--- config.mk ---
export PLATFORM = sky130hd
export DESIGN_NAME = weight_proxy_minabs_scanner
export DESIGN_NICKNAME = d
export VERILOG_FILES = /design/src/rtl/weight_proxy_minabs_scanner.sv
export SDC_FILE = /design/constraint.sdc
export NUM_CORES = 1
export LEC_CHECK = 0
export ABC_CLOCK_PERIOD_IN_PS = 6850
export CAP_MARGIN = 40
export CORE_ASPECT_RATIO = 0.75
export CORE_MARGIN = 2
export CORE_UTILIZATION = 35
export DETAILED_ROUTE_END_ITERATION = 10
export HOLD_SLACK_MARGIN = 0.03
export PLACE_DENSITY_LB_ADDON = 0.1
export SKIP_CTS_REPAIR_TIMING = 1
export SYNTH_ARGS = -nofsm -noshare
export SYNTH_HDL_FRONTEND = slang
export SYNTH_SLANG_ARGS = --single-unit
--- constraint.sdc ---
create_clock -name clk -period 6.85 [get_ports clk]
set_input_delay 1.37 -clock clk [delete_from_list [all_inputs] [get_ports clk]]
set_output_delay 1.37 -clock clk [all_outputs]
set_load 0.01 [all_outputs]
--- src/rtl/weight_proxy_minabs_scanner.sv ---
// weight_proxy_minabs_scanner
//  Streams NUM_WEIGHTS signed weights of one PE row, skips entries flagged in the
//  excluded mask, and reports the weight with the smallest absolute value and its
//  index as the proxy candidate for BISR remapping.
// Ports:
//  clk, rst_n  rising-edge clock, asynchronous active-low reset
//  start       begin a scan (accepted only while idle); excl_mask latched then
//  w_valid     weight stream valid; w_data carries weights in index order
//  w_ready     scanner accepts a weight (scanning only)
//  busy        scan in progress or completing
//  done        one-cycle pulse, results valid from this cycle on
//  min_found   at least one non-excluded weight was seen
//  min_idx     index of the smallest-magnitude non-excluded weight
//  min_val     original signed value of that weight
module weight_proxy_minabs_scanner #(
  parameter int unsigned DATA_W      = 32,
  parameter int unsigned NUM_WEIGHTS = 16
) (
  input  logic                           clk,
  input  logic                           rst_n,
  input  logic                           start,
  input  logic [NUM_WEIGHTS-1:0]         excl_mask,
  input  logic                           w_valid,
  input  logic [DATA_W-1:0]              w_data,
  output logic                           w_ready,
  output logic                           busy,
  output logic                           done,
  output logic                           min_found,
  output logic [$clog2(NUM_WEIGHTS)-1:0] min_idx,
  output logic [DATA_W-1:0]              min_val
);

  localparam int unsigned IDX_W = $clog2(NUM_WEIGHTS);

  localparam logic [1:0] ST_IDLE = 2'd0;
  localparam logic [1:0] ST_SCAN = 2'd1;
  localparam logic [1:0] ST_DONE = 2'd2;

  localparam logic [IDX_W-1:0] LAST_IDX = IDX_W'(NUM_WEIGHTS - 1);

  logic [1:0]             state;
  logic [1:0]             state_nxt;
  logic [IDX_W-1:0]       count;
  logic [NUM_WEIGHTS-1:0] mask;

  logic start_acc_c;
  logic hs_c;
  logic last_c;
  logic take_c;

  // Two's complement magnitude; the most negative value maps to 2^(DATA_W-1).
  function automatic logic [DATA_W-1:0] mag(input logic [DATA_W-1:0] x);
    return x[DATA_W-1] ? DATA_W'(-x) : x;
  endfunction

  // Handshake and candidate-selection terms.
  always_comb begin
    start_acc_c = (state == ST_IDLE) && start;
    hs_c        = w_valid && w_ready;
    last_c      = hs_c && (count == LAST_IDX);
    // Strict less-than keeps the earliest index on magnitude ties.
    take_c      = hs_c && !mask[count] &&
                  (!min_found || (mag(w_data) < mag(min_val)));
  end

  // Next-state logic.
  always_comb begin
    state_nxt = state;
    case (state)
      ST_IDLE: if (start_acc_c) state_nxt = ST_SCAN;
      ST_SCAN: if (last_c)      state_nxt = ST_DONE;
      ST_DONE:                  state_nxt = ST_IDLE;
      default:                  state_nxt = ST_IDLE;
    endcase
  end

  // State register; status outputs are registered copies of the next state.
  always_ff @(posedge clk or negedge rst_n) begin
    if (!rst_n) begin
      state   <= ST_IDLE;
      w_ready <= 1'b0;
      busy    <= 1'b0;
      done    <= 1'b0;
    end else begin
      state   <= state_nxt;
      w_ready <= (state_nxt == ST_SCAN);
      busy    <= (state_nxt != ST_IDLE);
      done    <= (state_nxt == ST_DONE);
    end
  end

  // Scan datapath: slot counter, latched mask and running minimum.
  always_ff @(posedge clk or negedge rst_n) begin
    if (!rst_n) begin
      count     <= '0;
      mask      <= '0;
      min_found <= 1'b0;
      min_idx   <= '0;
      min_val   <= '0;
    end else if (start_acc_c) begin
      count     <= '0;
      mask      <= excl_mask;
      min_found <= 1'b0;
      min_idx   <= '0;
      min_val   <= '0;
    end else if (hs_c) begin
      // Excluded entries still consume an index slot.
      count <= last_c ? '0 : IDX_W'(count + 1'b1);
      if (take_c) begin
        min_found <= 1'b1;
        min_idx   <= count;
        min_val   <= w_data;
      end
    end
  end

endmodule

* Yosys cells after proc, flatten, opt, wreduce, memory -nomap -nowiden *
Index checks and enable logic that the tools add are counted.

storage, ports and cells
  register bits = 62
  bits in latches = 0
  bits in writable memories = 0
  memory bits (read-only) = 0
  input port bits = 52
  memories kept = 0

cells by class
  $add $sub $neg = 3
  multipliers = 0
  div/mod/pow operators = 0
  order comparisons = 2
  equal/unequal tests = 4
  shifts and indexed selects = 0
  muxes and demuxes = 19
  bitwise gates (word level) = 0
  reduce and logical (&&, ||, !) cells = 13

operator list
  cell                                                        number
  2-to-1 mux 32 bit                                           5
  negator 32 bit                                              2
  less-than comparator 32 bit                                 1
  2-to-1 mux 4 bit                                            6
  nonzero test 2 bit                                          3
  logical AND 1 bit                                           5
  less-than comparator 4 x 5 -> 1 bit, second input constant  1
  adder 4 x 1 -> 4 bit, second input constant                 1
  binary-select mux 1 bit (select 4 bit)                      1
  == test 2 x 1 -> 1 bit, second input constant               2
  == test 4 bit, second input constant                        1
  2-to-1 mux 1 bit                                            4
  2-to-1 mux 2 bit                                            2
  case mux 2 bit (2 select lines)                             1
  == test 2 bit, second input constant                        1
  logical NOT 1 bit                                           2
  logical NOT 2 bit                                           1
  AND reduction 2 bit                                         1
  logical OR 1 bit                                            1

* Logic depth before layout (Yosys ltp) *
  depth in word-level cells = 8
  gate-level depth with buffers = 17

* Least setup slack after synthesis *
No wires, ideal clock.

  kind = input to register
  start = in w_data[17]
  end = reg min_val[10]
  data arrival time = 4.585 ns
  path slack = 2.186 ns
  cell stages on the path = 14
  path buffers = 2
  cell sequence = or3_1 > or3_1 > or4_1 > o31ai_1 > xnor2_1 > ha_1 > a21o_1 > a21oi_1 > nor2b_1 > o31a_1 > a211oi_2 > buf_6 > buf_12 > mux2i_1

on the way
  cells in the longest elaborated chain, start to end = 7

RTL lines
  item                             line  RTL
  from (decl)                      24    input logic [DATA_W-1:0] w_data,
  negator 32 bit                   53    return x[DATA_W-1] ? DATA_W'(-x) : x;
  2-to-1 mux 32 bit *              53
  less-than comparator 32 bit *    63    (!min_found || (mag(w_data) < mag(min_val)));
  logical OR 1 bit *               63
  logical AND 1 bit *              62    take_c = hs_c && !mask[count] &&
  nonzero test 2 bit (no line) *   --
  AND reduction 2 bit (no line) *  --
  to (signal assigned)             112   min_val <= w_data;
  to (decl)                        30    output logic [DATA_W-1:0] min_val

Mark *: on every way between the ends. The rest lies on a longest branch, timed or not.
A chain may end at the register's enable or synchronous reset.

* Final worst setup path *
  start = in w_data[5]
  end = reg min_val[20]

Same word-level chain as after synthesis.

==> flow_summary.toml <==
[critical_path]
worst_path_max_delay_cell = "or4_1"
r2r-end = "min_val[20]"
worst-path-max-fanout = 21
crit_cells = 15
path_class = "primary input to flip-flop"
regToRegSetupSlack_ns = 2.46
max_stage_delay_ns = 0.61
critPathArrivalTime_ns = 5.72
crit_family = "simple AND/OR/NAND/NOR gates"
required_ns = 7.10
r2r_start = "min_val[4]"
critPathLaunchType = "primary input"
crit_chain = "clkdlybuf4s50_1 > nor4_2 > and3_1 > nand4_1 > or4_1 > o31ai_1 > xnor2_1 > ha_1 > a21o_1 > a21oi_1 > nor2b_1 > o31a_1 > a211oi_4 > buf_4 > mux2i_1"
rr_worst_depth = 14
end_kind = "flip-flop"
cp_num_buf_inv = 2

[floorplan]
rows = 36
die_h_um = 104.7
core-area_um2 = 13110
die_area_um2 = 14480
die-width_um = 138.3
start_util_pct = 36.12
io_pins = 92

[routing]
vias_per_cell = 5.193
drc = 0
drt_first_pass_iters = 4
vias = 4170
drt-wirelength-per-cell_um = 16.03
ant_nets = 0
drtIter0Drc = 308
finalWirelength_mm = 12.87

[synthesis]
synthXorXnorAreaFrac_pct = 10.91
synth_top_area_share_pct = 32.77
synth_cells = 542
synthMuxAreaShare_pct = 10.15
synthSimpleGateAreaFrac_pct = 21.22
ys_top_cells_by_area = "dfrtp_1, nand2_1, ha_1"
synth_fa_ha_area_share_pct = 8.985
syn_area_um2 = 4735
synth.distinct_cells = 48
synth_top_area_cell = "dfrtp_1"
yosysSeqAreaShare_pct = 32.77
syn_nets = 628
synth_compound_area_share_pct = 11.92
synth-seq-cells = 62
syn_area_per_cell_um2 = 8.735
synth-edff-count = 0
synthArstFlopShare_pct = 100.0
synth_top_family_by_area = "simple AND/OR/NAND/NOR gates"
ys.warnings.count = 0
synth_ff_type = "dfrtp_1"

[clock_network]
cts_buffers = 9
cts-root-buf = "clkbuf_16"
cts_buffer_depth = 2
clk_pin_slew_worst_paths_ns = 0.05
clock-sinks = 62
clock_latency_ns = 0.34
cts_tree = "built"
htreeDepth = 3

[power]
pwr_density_cell_nw_per_um2 = 460.7
irDropWorstVdd_mv = 0.1801
p_leak_nw = 2.689
total_power_mw = 2.803

[global_route]
use_met2_pct = 26.52
grtUsageMet1_pct = 27.05
overflow = 0
grt_pass1_wl_mm = 21.07
use_met3_pct = 4.033
grt_usage_pct = 18.05
antenna_found_initial = 0
busiest_layer = "met1"
first_global_vias = 3970
grt_max_degree = 89

[timing]
fin_setup_tns_ns = 0
skew_ns = 0.006404
setup_violations = 0
rsz0062_at_grt = "false"
slew_headroom_pct = 42.24
fmax_ghz = 0.1827
finalCriticalPeriod_ns = 5.473
worst_slew_pin_slew_ns = 0.8664
maxSlewViolCount = 0
hold_viol = 0
finalCritPeriodShare_pct = 79.90
holdWs_ns = 0.4650

[hold_path]
hold_end = "mask[12]"
holdPathStages = 2
min_from = "mask[12]"
hold_class = "flip-flop to flip-flop"

[cells_and_area]
fillers = 1259
area_delta_synth_final_pct = 28.49
nNetsFinal = 713
layout-drive-gt1-share_pct = 5.538
antenna_cells = 0

[flow_run]
drv_cap = 0

[placement]
io_buffers = 91
dpl.hpwl_mm = 9.385
gp_congestion = 0.8370

[status]
status = "completed"
cell usage in the layout (no fill, tap or decap), types with 4 or more instances in the layout:
cell type and n:
a21o_1 5, a21oi_1 18, buf_4 6, clkbuf_16 9
clkdlybuf4s50_1 90, dfrtp_1 62, ha_1 34, inv_1 10
mux2i_1 39, nand2_1 149, nand3_1 9, nand4_1 6
nor2_1 22, nor3_1 7, nor4_1 4, o21ai_0 14
o21ai_1 10, o31ai_1 15, o41ai_1 5, or3_1 6
or4_1 8, xnor2_1 28, xor2_1 31
worst max-delay path by stage:
stage | to | startpoint
after floorplan | min_val[10] | w_data[17]
after global placement | min_val[3] | w_data[5]
after detailed placement | min_val[8] | w_data[5]
after CTS | min_val[8] | w_data[5]
after global routing | min_val[15] | w_data[5]
final | min_val[20] | w_data[5]
registers in the layout (all words and copies together) (netlist names):
| name | flops |
|---|---|
| busy | 1 |
| count | 4 |
| done | 1 |
| mask | 16 |
| min_found | 1 |
| min_idx | 4 |
| min_val | 32 |
| state | 2 |
| w_ready | 1 |
per-layer routing:
layer	vias up	part of all wire, %
li1	2075	-
met1	1999	53
met2	88	42
met3	8	3.8
met4	0	0.69
met5	-	0
worst register-to-register path, stage by stage, from the launching register on:
cell	delay, ns
dfrtp_1	0.44
or4_4	0.57
nor4_2	0.28
nand2_1	0.18
or4_4	0.50
o41ai_2	0.34
xor2_1	0.22
ha_1	0.27
a21o_1	0.16
a21oi_1	0.15
nor2b_1	0.06
o31a_1	0.31
a211oi_4	0.17
buf_4	0.41
mux2i_1	0.26
area by class of cell:
class,instances,area (um2),share of cell area (%)
Clock buffer,10,239.0,3.928
Multi-Input combinational cell,446,3002,49.34
Tap cell,171,214.0,3.517
Clock inverter,6,61.31,1.008
Sequential cell,62,1551,25.50
Timing Repair Buffer,98,978.4,16.08
Inverter,10,37.54,0.6170
where the power goes:
part | total (mW) | switching [mW] | internal (mW)
sequential | 0.813 | 0.267 | 0.546
clock | 0.465 | 0.175 | 0.290
combinational | 1.52 | 0.746 | 0.779
total | 2.80 | 1.19 | 1.62
synth_stat cells (8+ instances only):
library cell / count
o31ai_1: 15
or4_1: 8
a21oi_1: 18
nand3_1: 9
ha_1: 34
o21ai_1: 10
o21ai_0: 14
xnor2_1: 28
xor2_1: 31
dfrtp_1: 62
inv_1: 10
clkbuf_1: 15
mux2i_1: 39
nor2_1: 22
nand2_1: 150
cell families (layout without fill, tap and decap cells):
logic type | count (synthesis) | after routing
XOR/XNOR | 59 | 59
flip-flops | 62 | 62
buffers and inverters | 34 | 124
adder cells (fa/ha/maj) | 34 | 34
AO/OA/AOI/OAI | 84 | 84
multiplexers | 43 | 43
AND/OR/NAND/NOR | 226 | 226
metrics by stage:
step                      cells  setup WS (ns)  instance area [um2]  utilization (%)
after floorplan             542          2.186                 4735                -
after global placement      786          1.201                 5756            43.91
after detailed placement    787          1.118                 5783            44.12
after CTS                   803          1.389                 6083            46.41
after global routing        803          1.155                 6083            46.41
final                       803          1.377                 6083            46.41
No activity file was read; power rests on OpenSTA's default activity.
